`src/rtl/key_debounce_if.sv`:
```
// Key debouncer signal bundle: raw pushbutton levels in,
// debounced level plus press/release strobes out.
interface key_debounce_if #(
  parameter int NUM_KEYS = 2
);
  logic [NUM_KEYS-1:0] key_raw;
  logic [NUM_KEYS-1:0] key_db;
  logic [NUM_KEYS-1:0] key_press;
  logic [NUM_KEYS-1:0] key_release;

  modport master (
    output key_raw,
    input  key_db,
    input  key_press,
    input  key_release
  );

  modport slave (
    input  key_raw,
    output key_db,
    output key_press,
    output key_release
  );
endinterface

```
`src/rtl/key_debounce.sv`:
```
// Per-key two-flop synchroniser and four-state debouncer.
// key_db feeds the key PIO in_port; strobes serve fabric logic.
module key_debounce #(
  parameter int NUM_KEYS      = 2,
  parameter int STABLE_CYCLES = 500000,
  parameter int CNT_W         = 19
) (
  input  logic           clk,
  input  logic           reset_n,
  key_debounce_if.slave  kif
);

  if (STABLE_CYCLES < 2 ||
      (64'd1 << CNT_W) <= 64'(STABLE_CYCLES)) begin : g_bad_cfg
    $error("key_debounce: STABLE_CYCLES out of range for CNT_W");
  end

  typedef enum logic [1:0] {
    S_HIGH,
    S_WAIT_LOW,
    S_LOW,
    S_WAIT_HIGH
  } state_t;

  localparam logic [CNT_W-1:0] LAST = CNT_W'(STABLE_CYCLES - 1);
  localparam logic [CNT_W-1:0] ONE  = CNT_W'(1);

  logic [NUM_KEYS-1:0] sync1;
  logic [NUM_KEYS-1:0] sync2;
  logic [NUM_KEYS-1:0] db_q;
  logic [NUM_KEYS-1:0] press_q;
  logic [NUM_KEYS-1:0] release_q;

  always_ff @(posedge clk or negedge reset_n) begin
    if (!reset_n) begin
      sync1 <= '1;
      sync2 <= '1;
    end else begin
      sync1 <= kif.key_raw;
      sync2 <= sync1;
    end
  end

  for (genvar i = 0; i < NUM_KEYS; i++) begin : g_ch
    state_t           state;
    logic [CNT_W-1:0] cnt;

    always_ff @(posedge clk or negedge reset_n) begin
      if (!reset_n) begin
        state        <= S_HIGH;
        cnt          <= '0;
        db_q[i]      <= 1'b1;
        press_q[i]   <= 1'b0;
        release_q[i] <= 1'b0;
      end else begin
        press_q[i]   <= 1'b0;
        release_q[i] <= 1'b0;
        unique case (state)
          S_HIGH: begin
            if (!sync2[i]) begin
              state <= S_WAIT_LOW;
              cnt   <= ONE;
            end else begin
              cnt   <= '0;
            end
          end
          S_WAIT_LOW: begin
            // one sample back at the old level drops all progress
            if (sync2[i]) begin
              state <= S_HIGH;
              cnt   <= '0;
            end else if (cnt == LAST) begin
              state      <= S_LOW;
              cnt        <= '0;
              db_q[i]    <= 1'b0;
              press_q[i] <= 1'b1;
            end else begin
              cnt <= cnt + ONE;
            end
          end
          S_LOW: begin
            if (sync2[i]) begin
              state <= S_WAIT_HIGH;
              cnt   <= ONE;
            end else begin
              cnt   <= '0;
            end
          end
          S_WAIT_HIGH: begin
            if (!sync2[i]) begin
              state <= S_LOW;
              cnt   <= '0;
            end else if (cnt == LAST) begin
              state        <= S_HIGH;
              cnt          <= '0;
              db_q[i]      <= 1'b1;
              release_q[i] <= 1'b1;
            end else begin
              cnt <= cnt + ONE;
            end
          end
        endcase
      end
    end
  end

  assign kif.key_db      = db_q;
  assign kif.key_press   = press_q;
  assign kif.key_release = release_q;

endmodule

```
`src/flat_wrapper.sv`:
```
// flat-port wrapper written by rule: the top's interface ports become plain ports
module key_debounce_flat 
#(
  parameter int NUM_KEYS      = 2,
  parameter int STABLE_CYCLES = 500000,
  parameter int CNT_W         = 19
)
  (clk, reset_n, kif_key_raw, kif_key_db, kif_key_press, kif_key_release);
  key_debounce_if #(.NUM_KEYS(NUM_KEYS)) kif_i ();
  input  logic clk;
  input  logic reset_n;
  input wire logic [$bits(kif_i.key_raw)-1:0] kif_key_raw;
  output wire logic [$bits(kif_i.key_db)-1:0] kif_key_db;
  output wire logic [$bits(kif_i.key_press)-1:0] kif_key_press;
  output wire logic [$bits(kif_i.key_release)-1:0] kif_key_release;
  assign kif_i.key_raw = kif_key_raw;
  assign kif_key_db = kif_i.key_db;
  assign kif_key_press = kif_i.key_press;
  assign kif_key_release = kif_i.key_release;
  key_debounce #(.NUM_KEYS(NUM_KEYS), .STABLE_CYCLES(STABLE_CYCLES), .CNT_W(CNT_W)) u_core (.clk(clk), .reset_n(reset_n), .kif(kif_i));
endmodule
```
`config.mk`:
```
export PLATFORM = sky130hd
export DESIGN_NAME = key_debounce_flat
export DESIGN_NICKNAME = d
export VERILOG_FILES = /design/src/rtl/key_debounce_if.sv /design/src/rtl/key_debounce.sv /design/src/flat_wrapper.sv
export SDC_FILE = /design/constraint.sdc
export NUM_CORES = 1
export LEC_CHECK = 0
export ABC_AREA = 0
export BUFFER_PORTS_ARGS = -buffer_cell sky130_fd_sc_hd__buf_4
export CAP_MARGIN = 20
export CORE_MARGIN = 2
export CORE_UTILIZATION = 35
export CTS_CLUSTER_DIAMETER = 40
export CTS_CLUSTER_SIZE = 12
export DETAILED_ROUTE_END_ITERATION = 10
export SYNTH_ARGS = -nofsm -noshare
export SYNTH_HDL_FRONTEND = slang
export SYNTH_SLANG_ARGS = --single-unit
```
`constraint.sdc`:
```
create_clock -name clk -period 2.71 [get_ports clk]
set_clock_uncertainty 0.1 [all_clocks]
set_input_delay 0.4065 -clock clk [delete_from_list [all_inputs] [get_ports clk]]
set_output_delay 0.4065 -clock clk [all_outputs]
set_load 0.02 [all_outputs]
```
==> flow_summary.ini <==
[layout]
filler_cell_count = 662
final_non_filler_cell_area_sq_um = 2740
area_growth_syn_to_layout_pct = 11.2
n_diodes = 0
final_nets = 264
fraction_of_layout_instances_using_a_drive_strength_above_1_pct = 12.4

[yosys]
number_of_flops_mapped_to_enable_cells_by_yosys = 0
synth.top_cells.by_area = sky130_fd_sc_hd__dfrtp_1 (47%), sky130_fd_sc_hd__dfstp_2 (6.4%), sky130_fd_sc_hd__nor2_1 (5.0%)
ys_seq_area_share_pct = 53.2
synthTopCellsByCount = sky130_fd_sc_hd__dfrtp_1 (46), sky130_fd_sc_hd__nor2_1 (33), sky130_fd_sc_hd__nand3_1 (17)
netlist-cell-type-count = 39
syn_avg_cell_area_sq_um = 10.0
synth.cell_area_sq_um = 2460
synth_top_cell_by_area = sky130_fd_sc_hd__dfrtp_1
async_flop_share_pct = 100
netlist_instances = 246
syn-num-nets = 252
synth_warn = 0
synth.ff_latch_count = 52
dominantRegCellSynth = sky130_fd_sc_hd__dfrtp_1
synthMostInstantiatedCell = sky130_fd_sc_hd__dfrtp_1
netlist.area_leader.share_pct = 46.7

[floorplan]
core_sq_um = 6790
ios = 10
initial_utilization_pct = 36.2
floorplan.die_area_sq_um = 7720
fp.dieH_um = 87.9
die_width_um = 87.9
num_rows = 30

[clock_tree]
tritoncts = done
htreeDepth = 2
post_cts_resize_count = 0
insertion_delay_ns = 0.31
cts_root_buffer = sky130_fd_sc_hd__clkbuf_8
numClockSinks = 52
tritoncts.num_buffers = 5
cts_setup_buffers = 0
clock_path_buffers = 2
postCtsHoldBufs = 0
path_clk_slew_ns = 0.10

[timing]
slew_violations = 0
fin_worst_hold_slack_ns = -0.00749
tns_ns = 0
period_share_pct = 78.5
max_slew_margin_pct = 57.1
worst_margin_pin_slew_ns = 0.643
grt_setup_unrepaired = no
period_needed_ns = 2.13
max_freq_mhz = 470
number_of_hold_slack_violations_in_the_final_timing_report = 4
setup_viol = 0

[power_and_ir_drop]
pwr_density_cell_nw_per_um2 = 477
power.static_leakage_nw = 1.04
max-vdd-ir-drop_mv = 0.170

[worst_setup_path]
timing.reg2reg.worst_path_depth = 6
setup.worst_path.start_class = flip-flop
required_ns = 2.80
critPathCaptureType = flip-flop
worstPathMaxFanout = 13
critical_path.reg2reg.endpoint = u_core.g_ch[0].cnt[2]
regToRegSetupSlack_ns = 0.58
worst_r2r_startpoint = u_core.g_ch[0].cnt[0]
critical_path_at_ns = 2.22
startpoint = u_core.g_ch[0].cnt[0]
worst-setup-path-type = reg -> reg
cp-endpoint = u_core.g_ch[0].cnt[2]

[drt]
ant_nets = 0
route.detailed.vias_per_inst = 5.12
detailedRoute.firstIterationViolations = 76
post_drt_wl_per_cell_um = 12.5
detailroute.via_count = 1816
drc_errors = 0
route.final.wire_length_mm = 4.45
drt_first_pass_iters = 4

[min_path]
hold_class = in -> async

[run]
cap_violations = 0

[placement]
gp_congestion = 0.748
postPlaceCellArea_sq_um = 2640
port_buffers = 9
detailedPlacementHpwl_mm = 3.12

[global_routing]
grt_first_pass_wirelength_mm = 7.89
first_global_vias = 1725
grt_start_max_net_pins = 53
gr-total-overflow = 0
groute.usage.overall_pct = 12.9
grt_antenna_before_repair = 0

[outcome]
violated_checks = hold timing
result_of_the_run = finished with violations
## worst min-delay path by stage
stage	cells past startpoint	to	start
6_report	1	u_core.g_ch[0].cnt[13]	reset_n
5_1_grt	1	u_core.g_ch[0].cnt[13]	reset_n
4_1_cts	1	u_core.g_ch[0].cnt[18]	reset_n
3_5_place_dp	0	u_core.sync2[0]	u_core.sync1[0]
3_3_place_gp	0	u_core.sync2[0]	u_core.sync1[0]
2_1_floorplan	0	asynchronous set/reset pin	reset_n
## cell families after synthesis
logic type / count (synthesis) / share of synthesized area [%]
XOR/XNOR: 25 / 8.89
AND/OR/NAND/NOR: 117 / 25.2
flip-flops: 52 / 53.2
multiplexers: 1 / 0.407
buffers and inverters: 15 / 2.49
adder cells (fa/ha/maj): 2 / 1.02
AO/OA/AOI/OAI: 34 / 8.84
## per-stage QoR
stage / power [mW] / std cells / worst slack (ns) / utilization [%]
finish: 1.30 / 355 / 0.582 / 40.3
global route: 1.37 / 355 / 0.416 / 40.3
CTS: 1.34 / 355 / 0.549 / 40.3
detailed placement: 0.854 / 347 / 0.595 / 38.9
global placement: 0.853 / 347 / 0.677 / 38.9
floorplan: 0.826 / 246 / 0.783 / -
## per-layer routing
metal	part of all wire, %	track usage, %	vias to the layer above
met3	4.2	3.11	7
met1	48	17.7	885
met2	46	20.2	29
met5	0	0	-
met4	1.3	4.20	0
li1	-	-	895
## layout by cell type, fill, tap and decap left out, drive strengths merged, types with 2 or more instances in the layout
cell and instances:
xor2 13, o31ai 7, and4 4, nor2 33
o211ai 2, or3 6, dfrtp 46, or2 4
inv 9, nand3 17, nand4 8, xnor2 12
dfstp 6, or4 7, nor3 5, clkbuf 5
o21ai 10, nor4 8, nand2 15, a211oi 2
buf 12, and2 2, and3 3, a21oi 11
ha 2
## worst max-delay path, cell delays in order (launching register included)
cell	delay, ns
sky130_fd_sc_hd__dfrtp_1	0.41
sky130_fd_sc_hd__ha_1	0.22
sky130_fd_sc_hd__and4_1	0.34
sky130_fd_sc_hd__nand4_1	0.25
sky130_fd_sc_hd__o31ai_4	0.36
sky130_fd_sc_hd__buf_4	0.26
sky130_fd_sc_hd__nor2_1	0.07
## power by group
part           internal (mW)  switching (mW)
clock network          0.190           0.278
logic                 0.0128          0.0298
registers              0.787         0.00774
total                  0.989           0.315
## cell type report
type                    instances  area, sq um  share of cell area, %
repair buffers                 12         90.1                   3.29
well taps                      96          120                   4.39
clock inverters                 3         27.5                   1.01
inverters                       8         30.0                   1.10
clock buffers                   5         68.8                   2.51
flip-flops and latches         52         1310                   47.8
multi-input cells             179         1090                   39.9
## flip-flops by register name, indices dropped and copies added (netlist names), named ones only
signal and flops:
u_core.sync1 2, u_core.kif.key_press 2, u_core.kif.key_release 2, u_core.sync2 2, u_core.g_ch.state 2, u_core.kif.key_db 2, u_core.g_ch.cnt 38
Power figures use the tool's default switching activity.
